[config.mk]
export PLATFORM = sky130hd
export DESIGN_NAME = io_cfg_sequencer_flat
export DESIGN_NICKNAME = d
export VERILOG_FILES = /design/src/rtl/io_cfg_sequencer_if.sv /design/src/rtl/io_cfg_sequencer.sv /design/src/flat_wrapper.sv
export SDC_FILE = /design/constraint.sdc
export NUM_CORES = 1
export LEC_CHECK = 0
export ABC_AREA = 1
export CORE_ASPECT_RATIO = 1.2
export CORE_MARGIN = 2
export CORE_UTILIZATION = 45
export CTS_BUF_LIST = sky130_fd_sc_hd__clkbuf_8
export CTS_CLUSTER_SIZE = 40
export DETAILED_ROUTE_END_ITERATION = 12
export GPL_ROUTABILITY_DRIVEN = 0
export GPL_TIMING_DRIVEN = 1
export MAX_ROUTING_LAYER = met4
export PLACE_DENSITY = 0.77
export SYNTH_ARGS = -nofsm -noshare
export SYNTH_HDL_FRONTEND = slang
export SYNTH_SLANG_ARGS = --single-unit
[constraint.sdc]
create_clock -name clk_in -period 3.6 [get_ports clk_in]
set_input_delay 0.36 -clock clk_in [delete_from_list [all_inputs] [get_ports clk_in]]
set_output_delay 0.36 -clock clk_in [all_outputs]
set_load 0.05 [all_outputs]
[src/rtl/io_cfg_sequencer_if.sv]
// rtl/io_cfg_sequencer_if.sv - request, status, readback and pad configuration bundle
interface io_cfg_sequencer_if #(
   parameter int NUM_PADS     = 16,
   parameter int IOCELL_CFG_W = 3,
   parameter int IDX_W        = $clog2(NUM_PADS)
) ();
   logic                             req_valid_in;
   logic                             req_ready_out;
   logic [IDX_W-1:0]                 req_idx_in;
   logic [IOCELL_CFG_W-1:0]          req_cfg_in;
   logic                             done_out;
   logic                             err_out;
   logic                             busy_out;
   logic [IDX_W-1:0]                 rd_idx_in;
   logic [IOCELL_CFG_W-1:0]          rd_cfg_out;
   logic [NUM_PADS*IOCELL_CFG_W-1:0] cfg_out;

   modport slave (
      input  req_valid_in, req_idx_in, req_cfg_in, rd_idx_in,
      output req_ready_out, done_out, err_out, busy_out, rd_cfg_out, cfg_out
   );

   modport master (
      output req_valid_in, req_idx_in, req_cfg_in, rd_idx_in,
      input  req_ready_out, done_out, err_out, busy_out, rd_cfg_out, cfg_out
   );
endinterface

[src/rtl/io_cfg_sequencer.sv]
// rtl/io_cfg_sequencer.sv - per-pad IO cell configuration with glitch-safe park-then-switch
module io_cfg_sequencer #(
   parameter int                      NUM_PADS      = 16,
   parameter int                      IOCELL_CFG_W  = 3,
   parameter int                      IDX_W         = $clog2(NUM_PADS),
   parameter logic [IOCELL_CFG_W-1:0] SAFE_CFG      = '0,
   parameter logic [IOCELL_CFG_W-1:0] RESET_CFG     = '0,
   parameter int                      SETTLE_CYCLES = 4
) (
   input  logic             clk_in,
   input  logic             reset_int,
   io_cfg_sequencer_if.slave bus
);
   typedef enum logic {IDLE, HOLD} state_t;

   state_t                           state_q, state_d;
   logic [IOCELL_CFG_W-1:0]          cfg_q [NUM_PADS];
   logic [IDX_W-1:0]                 tgt_idx_q;
   logic [IOCELL_CFG_W-1:0]          pend_cfg_q;
   logic [7:0]                       cnt_q, cnt_d;
   logic                             done_q, done_d, err_q, err_d;
   logic                             wr_en, latch_en, hs, idx_ok;
   logic [IDX_W-1:0]                 wr_idx;
   logic [IOCELL_CFG_W-1:0]          wr_val, cur_cfg, rd_cfg;
   logic [NUM_PADS*IOCELL_CFG_W-1:0] cfg_flat;

   assign hs     = bus.req_valid_in & (state_q == IDLE);
   assign idx_ok = {{(32-IDX_W){1'b0}}, bus.req_idx_in} < NUM_PADS[31:0];

   // Pad muxes decode against real pads only, so out-of-range indices read as 0.
   always_comb begin
      cur_cfg  = '0;
      rd_cfg   = '0;
      cfg_flat = '0;
      for (int i = 0; i < NUM_PADS; i++) begin
         if (bus.req_idx_in == IDX_W'(i)) cur_cfg = cfg_q[i];
         if (bus.rd_idx_in == IDX_W'(i))  rd_cfg  = cfg_q[i];
         cfg_flat[i*IOCELL_CFG_W +: IOCELL_CFG_W] = cfg_q[i];
      end
   end

   always_ff @(posedge clk_in or negedge reset_int) begin
      if (!reset_int) state_q <= IDLE;
      else            state_q <= state_d;
   end

   always_comb begin
      state_d  = state_q;
      cnt_d    = cnt_q;
      done_d   = 1'b0;
      err_d    = 1'b0;
      wr_en    = 1'b0;
      wr_idx   = tgt_idx_q;
      wr_val   = pend_cfg_q;
      latch_en = 1'b0;
      case (state_q)
         IDLE: begin
            if (hs) begin
               if (!idx_ok) begin
                  err_d = 1'b1;
               end else if (bus.req_cfg_in == cur_cfg) begin
                  done_d = 1'b1;
               end else begin
                  wr_en    = 1'b1;
                  wr_idx   = bus.req_idx_in;
                  wr_val   = SAFE_CFG;
                  latch_en = 1'b1;
                  cnt_d    = 8'(SETTLE_CYCLES);
                  state_d  = HOLD;
               end
            end
         end
         HOLD: begin
            cnt_d = cnt_q - 8'd1;
            if (cnt_q == 8'd1) begin
               wr_en   = 1'b1;
               done_d  = 1'b1;
               state_d = IDLE;
            end
         end
         default: state_d = IDLE;
      endcase
   end

   always_ff @(posedge clk_in or negedge reset_int) begin
      if (!reset_int) begin
         for (int i = 0; i < NUM_PADS; i++) cfg_q[i] <= RESET_CFG;
         tgt_idx_q  <= '0;
         pend_cfg_q <= '0;
         cnt_q      <= '0;
         done_q     <= 1'b0;
         err_q      <= 1'b0;
      end else begin
         for (int i = 0; i < NUM_PADS; i++) begin
            if (wr_en && (wr_idx == IDX_W'(i))) cfg_q[i] <= wr_val;
         end
         if (latch_en) begin
            tgt_idx_q  <= bus.req_idx_in;
            pend_cfg_q <= bus.req_cfg_in;
         end
         cnt_q  <= cnt_d;
         done_q <= done_d;
         err_q  <= err_d;
      end
   end

   assign bus.req_ready_out = (state_q == IDLE);
   assign bus.busy_out      = (state_q == HOLD);
   assign bus.done_out      = done_q;
   assign bus.err_out       = err_q;
   assign bus.rd_cfg_out    = rd_cfg;
   assign bus.cfg_out       = cfg_flat;
endmodule

[src/flat_wrapper.sv]
// flat-port wrapper written by rule: the top's interface ports become plain ports
module io_cfg_sequencer_flat 
#(
   parameter int                      NUM_PADS      = 16,
   parameter int                      IOCELL_CFG_W  = 3,
   parameter int                      IDX_W         = $clog2(NUM_PADS),
   parameter logic [IOCELL_CFG_W-1:0] SAFE_CFG      = '0,
   parameter logic [IOCELL_CFG_W-1:0] RESET_CFG     = '0,
   parameter int                      SETTLE_CYCLES = 4
)
  (clk_in, reset_int, bus_req_valid_in, bus_req_idx_in, bus_req_cfg_in, bus_rd_idx_in, bus_req_ready_out, bus_done_out, bus_err_out, bus_busy_out, bus_rd_cfg_out, bus_cfg_out);
  io_cfg_sequencer_if #(.NUM_PADS(NUM_PADS), .IOCELL_CFG_W(IOCELL_CFG_W), .IDX_W(IDX_W)) bus_i ();
  input  logic clk_in;
  input  logic reset_int;
  input wire logic [$bits(bus_i.req_valid_in)-1:0] bus_req_valid_in;
  input wire logic [$bits(bus_i.req_idx_in)-1:0] bus_req_idx_in;
  input wire logic [$bits(bus_i.req_cfg_in)-1:0] bus_req_cfg_in;
  input wire logic [$bits(bus_i.rd_idx_in)-1:0] bus_rd_idx_in;
  output wire logic [$bits(bus_i.req_ready_out)-1:0] bus_req_ready_out;
  output wire logic [$bits(bus_i.done_out)-1:0] bus_done_out;
  output wire logic [$bits(bus_i.err_out)-1:0] bus_err_out;
  output wire logic [$bits(bus_i.busy_out)-1:0] bus_busy_out;
  output wire logic [$bits(bus_i.rd_cfg_out)-1:0] bus_rd_cfg_out;
  output wire logic [$bits(bus_i.cfg_out)-1:0] bus_cfg_out;
  assign bus_i.req_valid_in = bus_req_valid_in;
  assign bus_i.req_idx_in = bus_req_idx_in;
  assign bus_i.req_cfg_in = bus_req_cfg_in;
  assign bus_i.rd_idx_in = bus_rd_idx_in;
  assign bus_req_ready_out = bus_i.req_ready_out;
  assign bus_done_out = bus_i.done_out;
  assign bus_err_out = bus_i.err_out;
  assign bus_busy_out = bus_i.busy_out;
  assign bus_rd_cfg_out = bus_i.rd_cfg_out;
  assign bus_cfg_out = bus_i.cfg_out;
  io_cfg_sequencer #(.NUM_PADS(NUM_PADS), .IOCELL_CFG_W(IOCELL_CFG_W), .IDX_W(IDX_W), .SAFE_CFG(SAFE_CFG), .RESET_CFG(RESET_CFG), .SETTLE_CYCLES(SETTLE_CYCLES)) u_core (.clk_in(clk_in), .reset_int(reset_int), .bus(bus_i));
endmodule
==> impl_metrics.py <==
metrics = {
    "clock_network": {
        "cts.clk_slew.worst_paths_ns": 0.07,
        "cts_tree": "done",
        "htree_levels": 3,
        "postCtsHoldBufs": 0,
        "cts_buffer_depth": 2,
        "cts_buffers": 9,
        "clkLatencyLatePin_ns": 0.35,
        "cts.sinks": 65,
        "root_buffer": "clkbuf_8",
    },
    "timing": {
        "drv_slew": 0,
        "maxSlewHeadroom_pct": 45.9,
        "setup_ws_ns": 0.204,
        "fin_crit_sh_pct": 94.3,
        "skew_ns": 0.00865,
        "layout_min_cycle_time_ns": 3.40,
        "rsz0062_at_grt": "false",
        "tightest_slew_ns": 0.812,
        "max_freq_mhz": 294,
        "hold_violations": 0,
        "setup_viol": 0,
    },
    "power": {
        "intPower_w": 0.000997,
        "p_clk_share_pct": 38.3,
        "ir_drop_uv": 187,
        "power.density_nw_per_um2": 267,
        "leakagePower_nw": 2.50,
        "power_switching_w": 0.000344,
        "seqPwrFrac_pct": 54.4,
        "p_comb_share_pct": 7.3,
        "swShare_pct": 25.7,
    },
    "global_route": {
        "antenna_found_initial": 0,
        "grt_pass1_wl_um": 19500,
        "grt_max_degree": 38,
        "track_usage_pct": 26.0,
        "grt-ovfl-total": 0,
        "grt_pass1_vias": 3991,
    },
    "layout": {
        "fillCellCount": 837,
        "nets": 669,
        "diodes": 0,
        "drive_above_1_share_pct": 9.42,
        "fin_area_um2": 5030,
        "syn2layout_area_growth_pct": 26.2,
        "final_core_util_pct": 58.4,
    },
    "synth": {
        "syn_inst": 569,
        "ys_seq_area_share_pct": 40.8,
        "yosysWarnings": 0,
        "synth_nets": 585,
        "synth_seq_cells": 65,
        "netlist_area_um2": 3990,
        "synth.avg_cell_area_um2": 7.00,
        "ys_types": 33,
    },
    "worst_hold_path": {
        "hold_path.class": "in -> async",
    },
    "run_status": {
        "status": "finished clean",
    },
    "placed_design": {
        "pre_cts_ws_ns": -0.0152,
        "place_area_um2": 4840,
        "hpwl_um": 8680,
        "port-buffer-count": 67,
    },
    "floorplan": {
        "rows": 37,
        "dieArea_um2": 9630,
        "start_util_pct": 46.3,
        "ioPinCount": 69,
        "die_h_um": 107,
        "core_um2": 8610,
        "die_w_um": 89.9,
    },
    "routing": {
        "firstDrtPassIters": 4,
        "routedWlPerCell_um": 14.9,
        "drc": 0,
        "vias": 4164,
        "postRouteWirelength_um": 11500,
        "drtAntennaViolNets": 0,
        "vias_per_cell": 5.37,
        "first_iter_violations": 277,
    },
    "critical_path": {
        "end_kind": "primary output",
        "arrival_ns": 3.04,
        "cp_max_fo": 4,
        "worstPathRequired_ns": 3.24,
        "path_class": "in -> out",
        "ff2ff_path_depth": 18,
        "cp-start-kind": "input port",
    },
    "job": {
        "drv_cap": 0,
    },
}
-- logic make-up after synthesis --
group | Yosys count | synth area share [%]
AND/OR/NAND/NOR | 389 | 44.3
buffers and inverters | 73 | 8.32
flip-flops | 65 | 40.8
AO/OA/AOI/OAI | 39 | 5.87
adder cells (fa/ha/maj) | 2 | 0.628
other | 1 | 0.0941
-- power groups by stage --
stage,clock network (W),registers [W],logic [W]
after CTS,0.000524,0.000730,0.0000979
final,0.000514,0.000730,0.0000978
after floorplan,0,0.000744,0.0000470
after detailed placement,0,0.000744,0.0000975
after global placement,0,0.000744,0.0000957
after global routing,0.000554,0.000730,0.000109
-- sequential cells by signal, summed over array words and instances (netlist names) --
name                 cells
u_core.cnt_q             8
u_core.bus.done_out      1
u_core.tgt_idx_q         4
u_core.bus.cfg_out      48
u_core.pend_cfg_q        3
u_core.bus.busy_out      1
-- what timing repair did --
| action | 4_1_cts | 5_1_grt |
|---|---|---|
| setup buffers | 0 | 4 |
| setup endpoints to repair | 0 | 11 |
| resized for setup | 0 | 1 |
-- worst max-delay path: stages --
cell and delay, ns:
clkdlybuf4s50_1 0.50, inv_1 0.06, nand2_1 0.16, nor3_1 0.11, nand2_1 0.08, o2111ai_1 0.10, a21oi_1 0.14, nand2_1 0.07
a221oi_1 0.28, nand4_1 0.15, o22ai_1 0.18, nand4_1 0.12, clkdlybuf4s50_1 0.72
-- synth_stat cells (all sizes together) --
cell type  instances  share of area (%)
nor2              50                6.3
a21oi              9                1.1
ha                 2               0.63
nand2            224                 22
and3               1               0.16
a221oi             3               0.66
nand3             81                 11
inv               59                5.6
o2111ai            3               0.66
dfrtp             65                 41
conb               1              0.094
or4                1               0.19
buf               14                2.8
or2                9                1.4
nor3               1               0.13
nor4b              1               0.22
nand4             21                3.3
o21ai             23                3.3
o22ai              1               0.16
-- area by class of cell --
type	instances	area [um^2]	share of cell area [%]
timing repair buffer	87	853	17.0
multi-input combinational	431	2030	40.3
inverter	59	221	4.40
clock inverter	7	31.3	0.622
tap	117	146	2.91
sequential	65	1630	32.3
clock buffer	9	124	2.46
-- path summary, 6_finish.rpt --
kind	start	endpoint	slack, ns
setup / recovery	bus_rd_idx_in[0]	bus_rd_cfg_out[1]	0.20
hold / removal	reset_int	u_core.cnt_q[6]	0.1
setup reg to reg	u_core.bus.cfg_out[1]	u_core.bus.cfg_out[10]	0.79
hold reg to reg	u_core.pend_cfg_q[2]	u_core.pend_cfg_q[2]	0.48
max in group asynchronous	reset_int	u_core.bus.cfg_out[13]	2.61
min in group clk_in	u_core.pend_cfg_q[2]	u_core.pend_cfg_q[2]	0.48
-- metrics by stage --
stage                     cells  power, W  hold slack, ns  setup TNS [ns]
after global routing        775   0.00139           0.158               0
after CTS                   771   0.00135           0.121               0
after detailed placement    755  0.000841           0.469         -0.0180
final                       775   0.00134          0.0999               0
after floorplan             569  0.000791          0.0644               0
after global placement      755  0.000840           0.465               0
-- cell usage in the layout, fill, tap and decap left out, types with 2 or more instances in the layout --
master and count:
nand2_1 219, nand3_1 78, dfrtp_1 65, clkdlybuf4s50_1 64, inv_1 61, nor2_1 39
nand4_1 21, buf_4 18, o21ai_0 17, a21oi_1 9, clkbuf_8 9, nor2_4 7
nor2_2 4, o21ai_2 4, clkinv_2 4, o2111ai_1 3, a221oi_1 3, nand2_2 3
or2_0 3, or2_1 3, or2_2 3, buf_12 3, nand2_4 2, nand3_4 2
o21ai_1 2, ha_1 2
-- metal layers --
metal  part of all wire [%]  track usage [%]
met1                     43             32.4
met2                     47             41.1
met3                    7.3             4.99
met4                    3.0             12.7
met5                      0                -
(Power assumes the default switching activity.)
